### src/rtl/final_frame_writer_pkg.sv
// Shared types and helpers for the final-frame write path.
// Block-index map, FSM encoding and pixel-row extraction.
package final_frame_writer_pkg;

  typedef enum logic [1:0] {
    S_IDLE  = 2'd0,
    S_CALC  = 2'd1,
    S_WRITE = 2'd2,
    S_DONE  = 2'd3
  } state_t;

  localparam logic [4:0] LUMA_LAST = 5'd15;
  localparam logic [4:0] CB_FIRST  = 5'd16;
  localparam logic [4:0] CR_FIRST  = 5'd20;
  localparam logic [4:0] IDX_MAX   = 5'd23;

  // Row r of a 4x4 block packed as column 0 in [7:0]
  function automatic logic [31:0] pix_row(
    input logic [127:0] pix,
    input logic [1:0]   row
  );
    return pix[{row, 5'b0} +: 32];
  endfunction

endpackage

### src/rtl/frame_wr_addr_gen.sv
// Base word address and row stride of a 4x4 block
// in the final-frame luma/chroma RAMs.
module frame_wr_addr_gen
  import final_frame_writer_pkg::*;
(
  input  logic [4:0]  idx,
  input  logic [7:0]  mb_h,
  input  logic [7:0]  mb_v,
  input  logic [7:0]  pic_w_m1,
  input  logic [7:0]  pic_h_m1,
  output logic [19:0] base,
  output logic [19:0] stride,
  output logic        is_chroma,
  output logic        illegal
);

  logic [31:0] w, h, mbh, mbv;
  logic [31:0] x, y, strd, cr_off;

  always_comb begin
    w      = 32'(pic_w_m1) + 32'd1;
    h      = 32'(pic_h_m1) + 32'd1;
    mbh    = 32'(mb_h);
    mbv    = 32'(mb_v);
    x      = '0;
    y      = '0;
    strd   = '0;
    cr_off = '0;
    base   = '0;
    stride = '0;
    is_chroma = (idx >= CB_FIRST);
    illegal = (idx > IDX_MAX) || (mb_h > pic_w_m1)
           || (mb_v > pic_h_m1);
    if (!is_chroma) begin
      x      = 32'(idx[2]) * 32'd8 + 32'(idx[0]) * 32'd4;
      y      = 32'(idx[3]) * 32'd8 + 32'(idx[1]) * 32'd4;
      strd   = w * 32'd4;
      base   = 20'((mbv * 32'd16 + y) * strd
             + mbh * 32'd4 + x / 32'd4);
      stride = 20'(strd);
    end else begin
      // Cb and Cr planes follow luma; Cr sits one Cb plane further
      x      = 32'(idx[0]) * 32'd4;
      y      = 32'(idx[1]) * 32'd4;
      strd   = w * 32'd2;
      cr_off = (idx >= CR_FIRST) ? strd * h * 32'd8 : 32'd0;
      base   = 20'((mbv * 32'd8 + y) * strd
             + mbh * 32'd2 + x / 32'd4 + cr_off);
      stride = 20'(strd);
    end
  end

endmodule

### src/rtl/final_frame_writer.sv
// Writes reconstructed 4x4 blocks into the final-frame
// luma/chroma RAMs as four row writes per block.
module final_frame_writer
  import final_frame_writer_pkg::*;
(
  input  logic         clk,
  input  logic         reset,
  input  logic         blk_valid,
  output logic         blk_ready,
  input  logic [4:0]   blk_idx,
  input  logic [127:0] blk_pix,
  input  logic [7:0]   mb_num_h,
  input  logic [7:0]   mb_num_v,
  input  logic [7:0]   pic_width_in_mbs_minus1,
  input  logic [7:0]   pic_height_in_map_units_minus1,
  output logic         final_frame_luma_wr,
  output logic [19:0]  final_frame_luma_wr_addr,
  output logic         final_frame_chroma_wr,
  output logic [18:0]  final_frame_chroma_wr_addr,
  output logic [31:0]  final_frame_RAM_din,
  output logic         blk_done,
  output logic         blk_err
);

  state_t       state_q;
  logic [4:0]   idx_q;
  logic [7:0]   mbh_q, mbv_q, pw_q, ph_q;
  logic [127:0] pix_q;
  logic [19:0]  stride_q;
  logic         chroma_q;
  logic [1:0]   row_q;

  logic [19:0]  base, stride;
  logic         is_chroma, illegal;

  frame_wr_addr_gen u_addr_gen (
    .idx       (idx_q),
    .mb_h      (mbh_q),
    .mb_v      (mbv_q),
    .pic_w_m1  (pw_q),
    .pic_h_m1  (ph_q),
    .base      (base),
    .stride    (stride),
    .is_chroma (is_chroma),
    .illegal   (illegal)
  );

  always_ff @(posedge clk or posedge reset) begin
    if (reset) begin
      state_q    <= S_IDLE;
      idx_q      <= '0;
      mbh_q      <= '0;
      mbv_q      <= '0;
      pw_q       <= '0;
      ph_q       <= '0;
      pix_q      <= '0;
      stride_q   <= '0;
      chroma_q   <= 1'b0;
      row_q      <= '0;
      blk_ready  <= 1'b1;
      blk_done   <= 1'b0;
      blk_err    <= 1'b0;
      final_frame_luma_wr        <= 1'b0;
      final_frame_luma_wr_addr   <= '0;
      final_frame_chroma_wr      <= 1'b0;
      final_frame_chroma_wr_addr <= '0;
      final_frame_RAM_din        <= '0;
    end else begin
      final_frame_luma_wr   <= 1'b0;
      final_frame_chroma_wr <= 1'b0;
      blk_done <= 1'b0;
      blk_err  <= 1'b0;
      unique case (state_q)
        S_IDLE: begin
          if (blk_valid) begin
            idx_q     <= blk_idx;
            mbh_q     <= mb_num_h;
            mbv_q     <= mb_num_v;
            pw_q      <= pic_width_in_mbs_minus1;
            ph_q      <= pic_height_in_map_units_minus1;
            pix_q     <= blk_pix;
            blk_ready <= 1'b0;
            state_q   <= S_CALC;
          end
        end
        S_CALC: begin
          if (illegal) begin
            blk_done <= 1'b1;
            blk_err  <= 1'b1;
            state_q  <= S_DONE;
          end else begin
            // Row 0 goes out directly from the computed base
            stride_q <= stride;
            chroma_q <= is_chroma;
            row_q    <= 2'd0;
            if (is_chroma) begin
              final_frame_chroma_wr      <= 1'b1;
              final_frame_chroma_wr_addr <= base[18:0];
            end else begin
              final_frame_luma_wr      <= 1'b1;
              final_frame_luma_wr_addr <= base;
            end
            final_frame_RAM_din <= pix_row(pix_q, 2'd0);
            state_q <= S_WRITE;
          end
        end
        S_WRITE: begin
          if (row_q == 2'd3) begin
            blk_done <= 1'b1;
            state_q  <= S_DONE;
          end else begin
            row_q <= 2'(row_q + 2'd1);
            if (chroma_q) begin
              final_frame_chroma_wr      <= 1'b1;
              final_frame_chroma_wr_addr <=
                final_frame_chroma_wr_addr + stride_q[18:0];
            end else begin
              final_frame_luma_wr      <= 1'b1;
              final_frame_luma_wr_addr <=
                final_frame_luma_wr_addr + stride_q;
            end
            final_frame_RAM_din <=
              pix_row(pix_q, 2'(row_q + 2'd1));
          end
        end
        S_DONE: begin
          blk_ready <= 1'b1;
          state_q   <= S_IDLE;
        end
      endcase
    end
  end

endmodule

### config.mk
export PLATFORM = sky130hd
export DESIGN_NAME = final_frame_writer
export DESIGN_NICKNAME = d
export VERILOG_FILES = /design/src/rtl/final_frame_writer_pkg.sv /design/src/rtl/frame_wr_addr_gen.sv /design/src/rtl/final_frame_writer.sv
export SDC_FILE = /design/constraint.sdc
export NUM_CORES = 1
export LEC_CHECK = 0
export CAP_MARGIN = 5
export CORE_ASPECT_RATIO = 0.8
export CORE_MARGIN = 3
export CORE_UTILIZATION = 31
export CTS_CLUSTER_SIZE = 8
export DETAILED_ROUTE_END_ITERATION = 8
export PLACE_DENSITY_LB_ADDON = 0.12
export RECOVER_POWER = 25
export SLEW_MARGIN = 10
export SYNTH_ARGS = -nofsm -noshare
export SYNTH_HDL_FRONTEND = slang
export SYNTH_SLANG_ARGS = --single-unit
### constraint.sdc
create_clock -name clk -period 8.3 [get_ports clk]
set_input_delay 0.83 -clock clk [delete_from_list [all_inputs] [get_ports clk]]
set_output_delay 0.83 -clock clk [all_outputs]
set_load 0.005 [all_outputs]
# == Yosys cells after proc, flatten, opt, wreduce, memory -nomap -nowiden ==
# Index checks and enable logic that the tools add are counted.
# word_totals
register_bits,266
input_bits,168
out_inout_bits,76
word_cells,105
# op_classes
addsub,14
n_mul,3
n_lt_le_gt_ge,5
n_eq_ne,12
shifts,1
mux,39
bitwise_logic,1
reduce_logical,12
# ops
operator,count
20-bit two-way mux,7
128-bit by 8-bit variable part select with 32-bit output,1
19-bit two-way mux,4
32-bit two-way mux,2
32-bit case mux with 2 select lines,1
20-bit adder,3
20-bit case mux with 2 select lines,1
19-bit case mux with 2 select lines,1
12-bit by 32-bit adder with 32-bit output,1
31-bit by 32-bit multiplier with 16-bit output,1
32-bit by 30-bit multiplier with 18-bit output,1
32-bit by 31-bit multiplier with 19-bit output,1
20-bit by 1-bit adder with 20-bit output,1
20-bit by 10-bit adder with 20-bit output,1
20-bit by 9-bit adder with 20-bit output,1
19-bit adder,1
8-bit by 1-bit adder with 9-bit output (second input constant),2
8-bit > comparator,2
2-bit inequality test (second input constant),8
1-bit two-way mux,13
11-bit by 3-bit adder with 12-bit output,1
4-bit by 3-bit adder with 5-bit output,2
5-bit greater-or-equal comparator (second input constant),2
5-bit AND reduction,2
other kinds (14),27

# == Longest topological paths before layout ==
# depth
word_depth,9
ltp_mapped,32
mapped_depth_nobuf,31

# == Modules after synthesis ==
# Synthesis repeated with hierarchy kept, for this count alone.
# unflattened
cells_unflattened,2204
hier_area_um2,21579.4
# modules_own_cells
mod,instances,cells_each,area_each_um2,seq_area_each_um2
final_frame_writer,1,1109,12757.2,6657.6
frame_wr_addr_gen,1,1095,8822.2,0.0

# == Least setup slack after synthesis ==
# No wires, ideal clock.
# synth_path
path_type,reg-to-reg
startpoint,reg pw_q[0]
endpoint,reg final_frame_luma_wr_addr[19]
arrival_time_ps,6586
slack_ps,1586
path_stages_with_launch,28
synth_period_minus_slack_ps,6714
cell_sequence,dfrtp_1 > ha_1 > xor2_1 > clkbuf_1 > nand2_1 > fa_1 > inv_1 > fa_1 > ha_1 > inv_1 > fa_1 > inv_1 > ha_1 > a21o_1 > a21oi_1 > o21bai_1 > a21oi_1 > nor2b_1 > o21a_1 > o31a_1 > o41ai_1 > xnor2_1 > ha_1 > ha_1 > o41ai_2 > xnor3_1 > nor2b_1 > a2111oi_2
# synth_between
elab_chain_cells,9
word_cells_on_any_way,19
classes_between,6 x add/sub; 3 x mul; 1 x order compare; 1 x eq/ne; 5 x mux; 3 x reduce/logical
# synth_rtl
item,line_no,source
"start, declared",final_frame_writer.sv:27,"logic [7:0] mbh_q, mbv_q, pw_q, ph_q;"
"start signal, assigned",final_frame_writer.sv:79,pw_q <= pic_width_in_mbs_minus1;
8-bit by 1-bit adder with 9-bit output,frame_wr_addr_gen.sv:21,w = 32'(pic_w_m1) + 32'd1;
32-bit by 31-bit multiplier with 19-bit output,frame_wr_addr_gen.sv:47,base = 20'((mbv * 32'd8 + y) * strd
20-bit by 9-bit adder with 20-bit output,frame_wr_addr_gen.sv:48,+ mbh * 32'd2 + x / 32'd4 + cr_off);
20-bit by 1-bit adder with 20-bit output,frame_wr_addr_gen.sv:48,
20-bit adder,frame_wr_addr_gen.sv:48,
20-bit two-way mux,frame_wr_addr_gen.sv:34,if (!is_chroma) begin
20-bit two-way mux,final_frame_writer.sv:96,if (is_chroma) begin
20-bit two-way mux,final_frame_writer.sv:87,if (illegal) begin
20-bit case mux with 2 select lines,final_frame_writer.sv:73,unique case (state_q)
"end signal, assigned",final_frame_writer.sv:101,final_frame_luma_wr_addr <= base;
"end signal, assigned",final_frame_writer.sv:119,final_frame_luma_wr_addr <=
"end, declared",final_frame_writer.sv:17,"output logic [19:0] final_frame_luma_wr_addr,"
# Several ways; a longest one is shown, not always the timed one. The select of a mux whose other input is x is not followed.
# A chain may end at the register's enable or synchronous reset.

# == Worst setup path after layout ==
# layout_path
startpoint,reg ph_q[0]
endpoint,reg final_frame_luma_wr_addr[19]
# layout_between
elab_chain_cells,8
word_cells_on_any_way,12
classes_between,2 x add/sub; 1 x mul; 1 x order compare; 1 x eq/ne; 5 x mux; 2 x reduce/logical
# layout_rtl
item,line_no,source
"start, declared",final_frame_writer.sv:27,
"start signal, assigned",final_frame_writer.sv:80,ph_q <= pic_height_in_map_units_minus1;
8-bit by 1-bit adder with 9-bit output,frame_wr_addr_gen.sv:22,h = 32'(pic_h_m1) + 32'd1;
31-bit by 32-bit multiplier with 16-bit output,frame_wr_addr_gen.sv:46,cr_off = (idx >= CR_FIRST) ? strd * h * 32'd8 : 32'd0;
20-bit two-way mux,frame_wr_addr_gen.sv:46,
20-bit adder,frame_wr_addr_gen.sv:48,
20-bit two-way mux,frame_wr_addr_gen.sv:34,
20-bit two-way mux,final_frame_writer.sv:96,
20-bit two-way mux,final_frame_writer.sv:87,
20-bit case mux with 2 select lines,final_frame_writer.sv:73,
# Several ways; a longest one is shown, not always the timed one. The select of a mux whose other input is x is not followed.

==> results.md <==
- Reg area: 0.006409 mm²
- CTS Hold Buffers Added: 0
- Wire per inst: 20.02 µm
- Antenna violations before repair: 17
- EDFF count, synth: 0
- Slew @ Worst Pin: 5001 ps
- Num CTS Buffers: 38
- Post-CTS Setup Bufs: 0
- Worst Path Required: slightly below 9000 ps
- Async set-reset flop share out of synthesis: 100.0%
- Syn nets: around 2600
- First-pass GRT wire length: 100100 µm
- Top cells by area, synth: dfrtp_1, fa_1, ha_1
- Pre-antenna DRT Iters: 5
- Vias in the first global route: 16552
- Minimum clock period: 7517 ps
- Htree depth: 2
- Clock Path Buffers: 3
- Max Slew Vio Count: 156
- Largest net degree at the start of global routing: 148
- Root Driver: clkbuf_16
- Top FF cell, synth: dfrtp_1
- Gpl congestion: 0.8270
- Via density: just under 5
- Post-DRT Antenna Nets: 0
- Setup WS post-layout: 782.9 ps
- Clk_lat worst skew: 570 ps
- Hold Vio Cnt, Final: 0
- Seq cells post-synth: 256
- Unrepaired setup endpoints after global routing: false
- Row cnt: 83
- Core area: 0.06501 mm²
- Critical path endpoint category: register
- Status: finished, violations left
- Largest area contributor in the netlist: dfrtp_1
- Final nets: 2814
- Clock tree from TritonCTS: built
- Worst hold path class: register to register
- Cells after Synth: approximately 2100
- Commonest non-fill, non-tap cells in the layout: inv_1, dfrtp_1, clkdlybuf4s50_1
- Max frequency: roughly 0.13 GHz
- Die height: 236.9 µm
- Largest stage delay, worst path: about 660 ps
- CP Data Arrival Time: 7920 ps
- Synth warnings: 0
- Layout area overhead: 21.66%
- Failing checks: max-capacitance violations, max-slew violations
- Fraction of layout cells with a size suffix above 1: 12.40%
- Post-synthesis adder-cell area fraction: between 20% and 30%
- Synth top area share: 30.90%
- GRT Resource Usage Total: 18.58%
- Routed wire length: 64480 µm
- PortBufs: ~240
- Crit-path leading delay family: adder cells
- CP Max Fanout: 15
- Synth Area in XOR/XNOR: 3.781%
- Post-synthesis cell type count: 78
- Slowest cell on crit path: dfrtp_1
- Worst Path Buf+Inv: 2
- Multiplexer share of the synthesized area: 11.10%
- Post-DP HPWL: 49580 µm
- Final Skew: 36.56 ps
- Mapped Area: 0.02065 mm²
- TNS Setup: 0 ps
- Remaining routing DRC violations: 0
- Gr ovfl total: 0
- Finish-stage setup viols: 0
- Starting Density: 31.77%
- Simple-Gate Fraction of Synth Area: 12.23%
- Resized Gates After CTS: 0
- Worst Setup Start Kind: register
- Die X: about 290 µm
- Most common cell after layout, fill and taps aside: inv_1
- Max-cap viol count: 2
- Multi-input gate area in the final layout: 0.01284 mm²
- CTS Sinks: 256
- Iteration-0 DRC Markers: 743
- Post-synthesis compound-gate area fraction: between 10% and 20%
- Routed vias: 15887
- Largest family of logic cells by synthesized area: adder cells
- Fillers: 6534
- Clock transition at path regs: 50 ps
- Sequential element share of the synthesized area: 31.03%
- Final period util: about nine tenths
- Setup CP Type: register to register
- DIE AREA: approximately 0.07 mm²
- IO Count: 244
- Syn Area/Cell: ~9.7 µm²
- Slew margin rel.: -235.3%
- Pre-CTS setup slack: 779.4 ps
[per-layer routing]
layer	global-route usage (%)	share of wire [%]
met3	3.817	5.2
met2	28.21	43
met1	26.99	49
met4	4.504	2.2
met5	0	0.16
[flip-flops by register name, summed over array words and instances (netlist names), 8 cells and up]
signal	count
mbv_q	8
pw_q	8
stride_q	10
final_frame_luma_wr_addr	20
final_frame_RAM_din	32
ph_q	8
pix_q	128
mbh_q	8
final_frame_chroma_wr_addr	19
[tightest hold or removal path, cell delays in order (launching register included)]
cell and delay [ps]:
dfrtp_1 340, nand2_1 50, o21ai_0 60
[stage by stage]
stage / utilization [%] / hold slack, ps / instance area, µm² / instances
finish: 38.65 / 481.6 / 25120 / 3220
global route: 38.62 / 503.7 / 25110 / 3214
CTS: 38.64 / 485.3 / 25120 / 3212
detailed placement: 36.93 / 473.6 / 24010 / 3157
global placement: 36.93 / 462.8 / 24010 / 3157
floorplan: - / 452.6 / 20650 / 2129
[area by class of cell]
| type | count | area share, % |
|---|---|---|
| Clock inverter | 5 | 0.4582 |
| Tap cell | 850 | 4.233 |
| Antenna cell | 8 | 0.07968 |
| Inverter | 282 | 4.218 |
| Multi-Input combinational cell | 1502 | 51.09 |
| Timing Repair Buffer | 267 | 10.45 |
| Sequential cell | 256 | 25.51 |
| Clock buffer | 50 | 3.964 |
[synthesized netlist by cell type, types with 40 or more instances]
library cell	instances
inv_1	280
dfrtp_1	255
mux2_2	176
ha_1	165
nand2_1	156
nor2_1	149
fa_1	134
o21ai_0	108
a21oi_1	100
clkbuf_1	80
xnor2_1	62
nor2b_1	51
o22ai_1	40
[logic make-up after synthesis]
| logic type | count (synthesis) |
|---|---|
| mux | 207 |
| flops | 256 |
| xor+xnor | 86 |
| compound gates | 389 |
| fa+ha+maj | 299 |
| buf+inv | 371 |
| simple gates | 521 |
[path summary, 6_finish.rpt]
| path | start | end | slack [ps] | cells past startpoint |
|---|---|---|---|---|
| worst max register to register | ph_q[0] | final_frame_luma_wr_addr[19] | 780 | 25 |
| worst min-delay path | final_frame_RAM_din[7] | final_frame_RAM_din[7] | 480 | 2 |
| max in group asynchronous | reset | pix_q[50] | 3760 | 2 |
| worst max-delay path | ph_q[0] | final_frame_luma_wr_addr[19] | 780 | 25 |
| worst min register to register | final_frame_RAM_din[7] | final_frame_RAM_din[7] | 480 | 2 |
| min in group asynchronous | reset | pix_q[122] | 2230 | 2 |
Power is left out: the tool's default activity adds up to more than one toggle a clock period on the data nets, which glitch-free logic cannot reach.
==> RTL change 1, RTL diff (same flow settings) <==
Put one more register stage on the output `blk_err`, with the module's reset. The value now appears one clock later. The other outputs are not delayed to match.
--- a/src/rtl/final_frame_writer.sv
+++ b/src/rtl/final_frame_writer.sv
@@ -23,2 +23,4 @@
 );
+
+  logic blk_err_s0;
 
@@ -61,3 +63,3 @@
       blk_done   <= 1'b0;
-      blk_err    <= 1'b0;
+      blk_err_s0 <= 1'b0;
       final_frame_luma_wr        <= 1'b0;
@@ -71,3 +73,3 @@
       blk_done <= 1'b0;
-      blk_err  <= 1'b0;
+      blk_err_s0 <= 1'b0;
       unique case (state_q)
@@ -88,3 +90,3 @@
             blk_done <= 1'b1;
-            blk_err  <= 1'b1;
+            blk_err_s0 <= 1'b1;
             state_q  <= S_DONE;
@@ -133,2 +135,10 @@
 
+  always_ff @(posedge clk or posedge reset) begin
+    if (reset) begin
+      blk_err <= '0;
+    end else begin
+      blk_err <= blk_err_s0;
+    end
+  end
+
 endmodule
Function: changed (a bounded check fails within 4 cycles, from zero or initial values and one cycle with reset high).
==> RTL change 1 against the original RTL <==
  * The run still ends with capacitance limit, slew limit left
  * Sequential cell count increased by 1
  * Die area is 0.66% lower
  * Routed wire length decreased by 0.24%
  * Synthesized area fell by 0.68%
  * Via count about the same
  * Cell area is 0.22% lower
  * Worst setup slack got worse by 0.30 ns
  * Core utilization barely moved
  * First-iteration DRC count up 15%
  * Critical endpoint unchanged
Power is left out: the tool's default activity adds up to more than one toggle a clock period on the data nets, which glitch-free logic cannot reach.
==> RTL change 1: results <==
group,metric,value,unit
global_routing,grt_pass1_vias,16700,
global_routing,grt_start_max_net_pins,161,
min_path,whs_path_depth,0,
placed_design,post-dp-hpwl,49300,um
sta,slew_violations,151,
global_routing,use_met3,3.49,%
layout,drive_above_1_share,12.6,%
drt,vias_per_cell,4.95,
sta,finClkSkew,0.0338,ns
min_path,hold_end,"blk_err$_DFF_PP0_",
placed_design,dp_slack,0.439,ns
clock_tree,cts-root-buf,"clkbuf_16",
sta,relSlewSlack,-199,%
placed_design,placedCellCount,3148,
drt,met1_length,31600,um
clock_tree,clock_latency,0.58,ns
synth,synth_commonest_cells,"inv_1 (264), dfrtp_1 (256), mux2_2 (178), ha_1 (165), nand2_1 (146)",
global_routing,grt_pass1_wl,101000,um
clock_tree,clk_path_buf_depth,3,
setup_path,critPathArrivalTime,8.26,ns
clock_tree,htreeDepth,2,
synth,yosysSeqAreaShare,31.4,%
run_status,status,"complete, but fails checks",
setup_path,reg2reg_depth,29,
placed_design,place_area,0.0240,mm^2
drt,wl,64300,um
setup_path,reg2reg_setup_slack,0.48,ns
min_path,worstHoldStart,"blk_err_s0$_DFF_PP0_",
run,maxCapViolations,2,
run_status,violations,"capacitance limit, slew limit",
synth,synthAdderAreaFrac,23.1,%
setup_path,critical_path.max_fanout,19,
drt,wl_met2,28100,um
setup_path,slowest_stage,"ha_1",
drt,via_count,15900,
placed_design,gp_congestion,0.874,
global_routing,grtUsageMet1,27.4,%
setup_path,critPathKind,"register to register",
sta,min_period,7.82,ns
setup_path,r2r_start,"pw_q[1]$_DFFE_PP0P_",
synth,synthMuxAreaShare,11.3,%
global_routing,grt_util_all_layers,18.7,%
global_routing,grt_antenna_before_repair,9,
layout,top_regs,"pix_q: 128 flops, final_frame_RAM_din: 32 flops, final_frame_luma_wr_addr: 20 flops",
setup_path,max_stage_delay,0.92,ns
synth,synth_compound_area_share,11.7,%
layout,fill_cells,6513,
synth,synth_xor_area_share,3.65,%
drt,drtIter0Drc,854,
placed_design,port_buffers,243,
synth,synthesis.nets,2580,
global_routing,met2_usage,28.6,%
drt,wl_met3,3430,um
setup_path,critical_path.top_delay_family,"adder cells",
synth,synth_area_per_cell,9.71,um^2
synth,synthTopCellsByArea,"dfrtp_1 (31%), fa_1 (13%), ha_1 (10%)",
layout,layout.nets,2805,
sta,timing.hold.ws,0.344,ns
setup_path,rr_endpoint,"final_frame_luma_wr_addr[19]$_DFFE_PP0P_",
synth,ys_types,73,
[RTL change 1: changes by cell type after synthesis, moves of 9 or more]
cell     change
o21ai_0     +10
nor2_1       -9
a21oi_1     +10
nand2_1     -10
inv_1       -16
[RTL change 1: final cells by class]
class | count | area, um^2 | area share [%]
inverters | 266 | 1000 | 3.99
diodes | 6 | 15.0 | 0.0599
well taps | 850 | 1060 | 4.24
flip-flops and latches | 257 | 6430 | 25.7
clock buffers | 47 | 995 | 3.97
multi-input cells | 1503 | 12800 | 51.1
clock inverters | 4 | 85.1 | 0.339
repair buffers | 272 | 2660 | 10.6
[RTL change 1: repair_timing]
| action | in CTS | in global routing |
|---|---|---|
| endpoints found under the setup margin | 0 | 3 |
| resized for setup | 0 | 4 |
| hold endpoints to repair | 0 | 0 |
[RTL change 1: cells by family after synthesis]
kind of cell,after synthesis
muxes,209
buffers and inverters,353
DFF,257
xor gates and xnor gates,84
and+or+nand+nor,520
AOI/OAI and AO/OA,391
adders and majority gates,299
==> RTL change 2, RTL diff (same settings) <==
Without the edit above. Set the package constant `IDX_MAX` to 5'd16 (it was 5'd23).
--- a/src/rtl/final_frame_writer_pkg.sv
+++ b/src/rtl/final_frame_writer_pkg.sv
@@ -14,3 +14,3 @@
   localparam logic [4:0] CR_FIRST  = 5'd20;
-  localparam logic [4:0] IDX_MAX   = 5'd23;
+  localparam logic [4:0] IDX_MAX   = 5'd16;
 
Formal check against the unedited RTL: not equivalent (Yosys sat finds a counterexample within 4 cycles, from zero or initial values and one cycle with reset high).
==> RTL change 2 against the original RTL <==
  * The run still ends with capacitance limit, slew limit left
  * Routed wire length fell by 1.7%
  * Via count fell by 0.26%
  * Die area fell by 0.82%
  * Count of clock-buffer cells in the layout fell by 5
  * Worst setup slack got worse by 0.016 ns
  * Cell area fell by 0.50%
  * Highest routed layer unchanged
  * Maximum frequency fell by 0.22%
  * Sequential cell count did not move
  * Sequential share of layout area rose by 0.13 points
  * Critical path type unchanged
  * Synthesized area fell by 0.84%
Power is left out: the tool's default activity adds up to more than one toggle a clock period on the data nets, which glitch-free logic cannot reach.
==> RTL change 2: results <==
group,metric,value,unit
synth,ys_types,75,
sta,relSlewSlack,-270,%
global_routing,met2_usage,28.3,%
clock_tree,postCtsSetupRepairBufs,0,
sta,slew_violations,240,
synth,synth_commonest_cells,"inv_1 (284), dfrtp_1 (255), mux2_2 (178), ha_1 (165), nand2_1 (142)",
synth,yosysWarningCount,0,
placed_design,port_buffers,243,
setup_path,r2r_start,"pw_q[1]$_DFFE_PP0P_",
setup_path,reg2reg_depth,26,
setup_path,critical_path.top_delay_family,"adder cells",
clock_tree,cts-root-buf,"clkbuf_16",
clock_tree,cts_inserted_buffers,38,
placed_design,post-dp-hpwl,48400,um
run_status,status,"complete, but fails checks",
drt,drtIter0Drc,810,
layout,top_regs,"pix_q: 128 flops, final_frame_RAM_din: 32 flops, final_frame_luma_wr_addr: 20 flops",
global_routing,grt_antenna_before_repair,11,
synth,synthTopCellsByArea,"dfrtp_1 (31%), fa_1 (13%), ha_1 (10%)",
global_routing,use_met3,3.51,%
synth,synth-async-reset-ratio,100,%
run_status,violations,"capacitance limit, slew limit",
drt,vias_per_cell,4.96,
clock_tree,clk_path_buf_depth,3,
setup_path,critical_path.max_fanout,14,
setup_path,max_stage_delay,0.76,ns
layout,layout.nets,2791,
synth,synthesis.nets,2565,
global_routing,grtUsageMet1,26.5,%
clock_tree,cts.reportedPaths.clkPinSlew,0.05,ns
setup_path,critPathArrivalTime,7.96,ns
clock_tree,clock_latency,0.58,ns
global_routing,grt_util_all_layers,18.4,%
synth,yosysSeqAreaShare,31.3,%
sta,finClkSkew,0.0489,ns
global_routing,grt_start_max_net_pins,140,
placed_design,gp_congestion,0.860,
min_path,whs_path_depth,2,
setup_path,rr_endpoint,"final_frame_luma_wr_addr[15]$_DFFE_PP0P_",
min_path,hold_end,"row_q[1]$_DFFE_PP0P_",
global_routing,grt_pass1_wl,99000,um
drt,drt_first_pass_iters,5,
placed_design,dp_slack,0.803,ns
min_path,worstHoldStart,"row_q[1]$_DFFE_PP0P_",
placed_design,place_area,0.0239,mm^2
global_routing,grt_pass1_vias,16600,
setup_path,reg2reg_setup_slack,0.77,ns
clock_tree,htreeDepth,2,
drt,wire_per_inst,19.9,um
clock_tree,cts-resized-gates,0,
min_path,hp-class,"register to register",
run,maxCapViolations,3,
layout,drive_above_1_share,12.7,%
setup_path,slowest_stage,"xnor2_2",
[RTL change 2: how the worst max path moves through the flow]
stage	from	endpoint	slack [ns]
3_3_place_gp	pw_q[1]$_DFFE_PP0P_	final_frame_luma_wr_addr[15]$_DFFE_PP0P_	1.02
2_1_floorplan	reset	blk_done$_DFF_PP0_	0.43
6_report	pw_q[1]$_DFFE_PP0P_	final_frame_luma_wr_addr[15]$_DFFE_PP0P_	0.77
4_1_cts	pw_q[1]$_DFFE_PP0P_	final_frame_luma_wr_addr[15]$_DFFE_PP0P_	0.74
3_5_place_dp	pw_q[1]$_DFFE_PP0P_	final_frame_luma_wr_addr[15]$_DFFE_PP0P_	0.80
5_1_grt	pw_q[1]$_DFFE_PP0P_	final_frame_chroma_wr_addr[16]$_DFFE_PP0P_	0.26
[RTL change 2: stage by stage]
stage | utilization [%] | std cells | hold WS (ns)
floorplan | - | 2098 | 0.453
global placement | 36.9 | 3134 | 0.464
detailed placement | 36.9 | 3134 | 0.470
CTS | 38.6 | 3184 | 0.482
global route | 38.6 | 3188 | 0.498
finish | 38.6 | 3192 | 0.477
[RTL change 2: worst reg2reg max path: cells and delay by family, from the launching register on]
kind                       cells  cell delay, ns
and+or+nand+nor                5            0.57
xor gates and xnor gates       2            0.94
adders and majority gates      8            3.25
DFF                            1            0.44
AOI/OAI and AO/OA              8            1.78
buffers and inverters          3            0.39
[RTL change 2: routing by layer]
metal  share of wire [%]  vias up
met5               0.087        -
met1                  48     7891
met2                  44      371
li1                    -     7490
met4                 2.2        8
met3                 5.5       85
[RTL change 2: cell type report]
| type | count | area [um^2] |
|---|---|---|
| Sequential cell | 256 | 6410 |
| Tap cell | 850 | 1060 |
| Clock inverter | 5 | 115 |
| Timing Repair Buffer | 273 | 2670 |
| Clock buffer | 45 | 977 |
| Antenna cell | 8 | 20.0 |
| Fill cell | 6491 | 39800 |
| Inverter | 285 | 1070 |
| Multi-Input combinational cell | 1470 | 12700 |
[RTL change 2: cells by family after synthesis]
logic type      count (synthesis)  synth area share [%]
simple gates                  486                  11.4
compound gates                377                  11.4
buf+inv                       372                  7.04
fa+ha+maj                     299                  23.2
flops                         256                  31.3
mux                           216                  11.6
xor+xnor                       92                  4.04
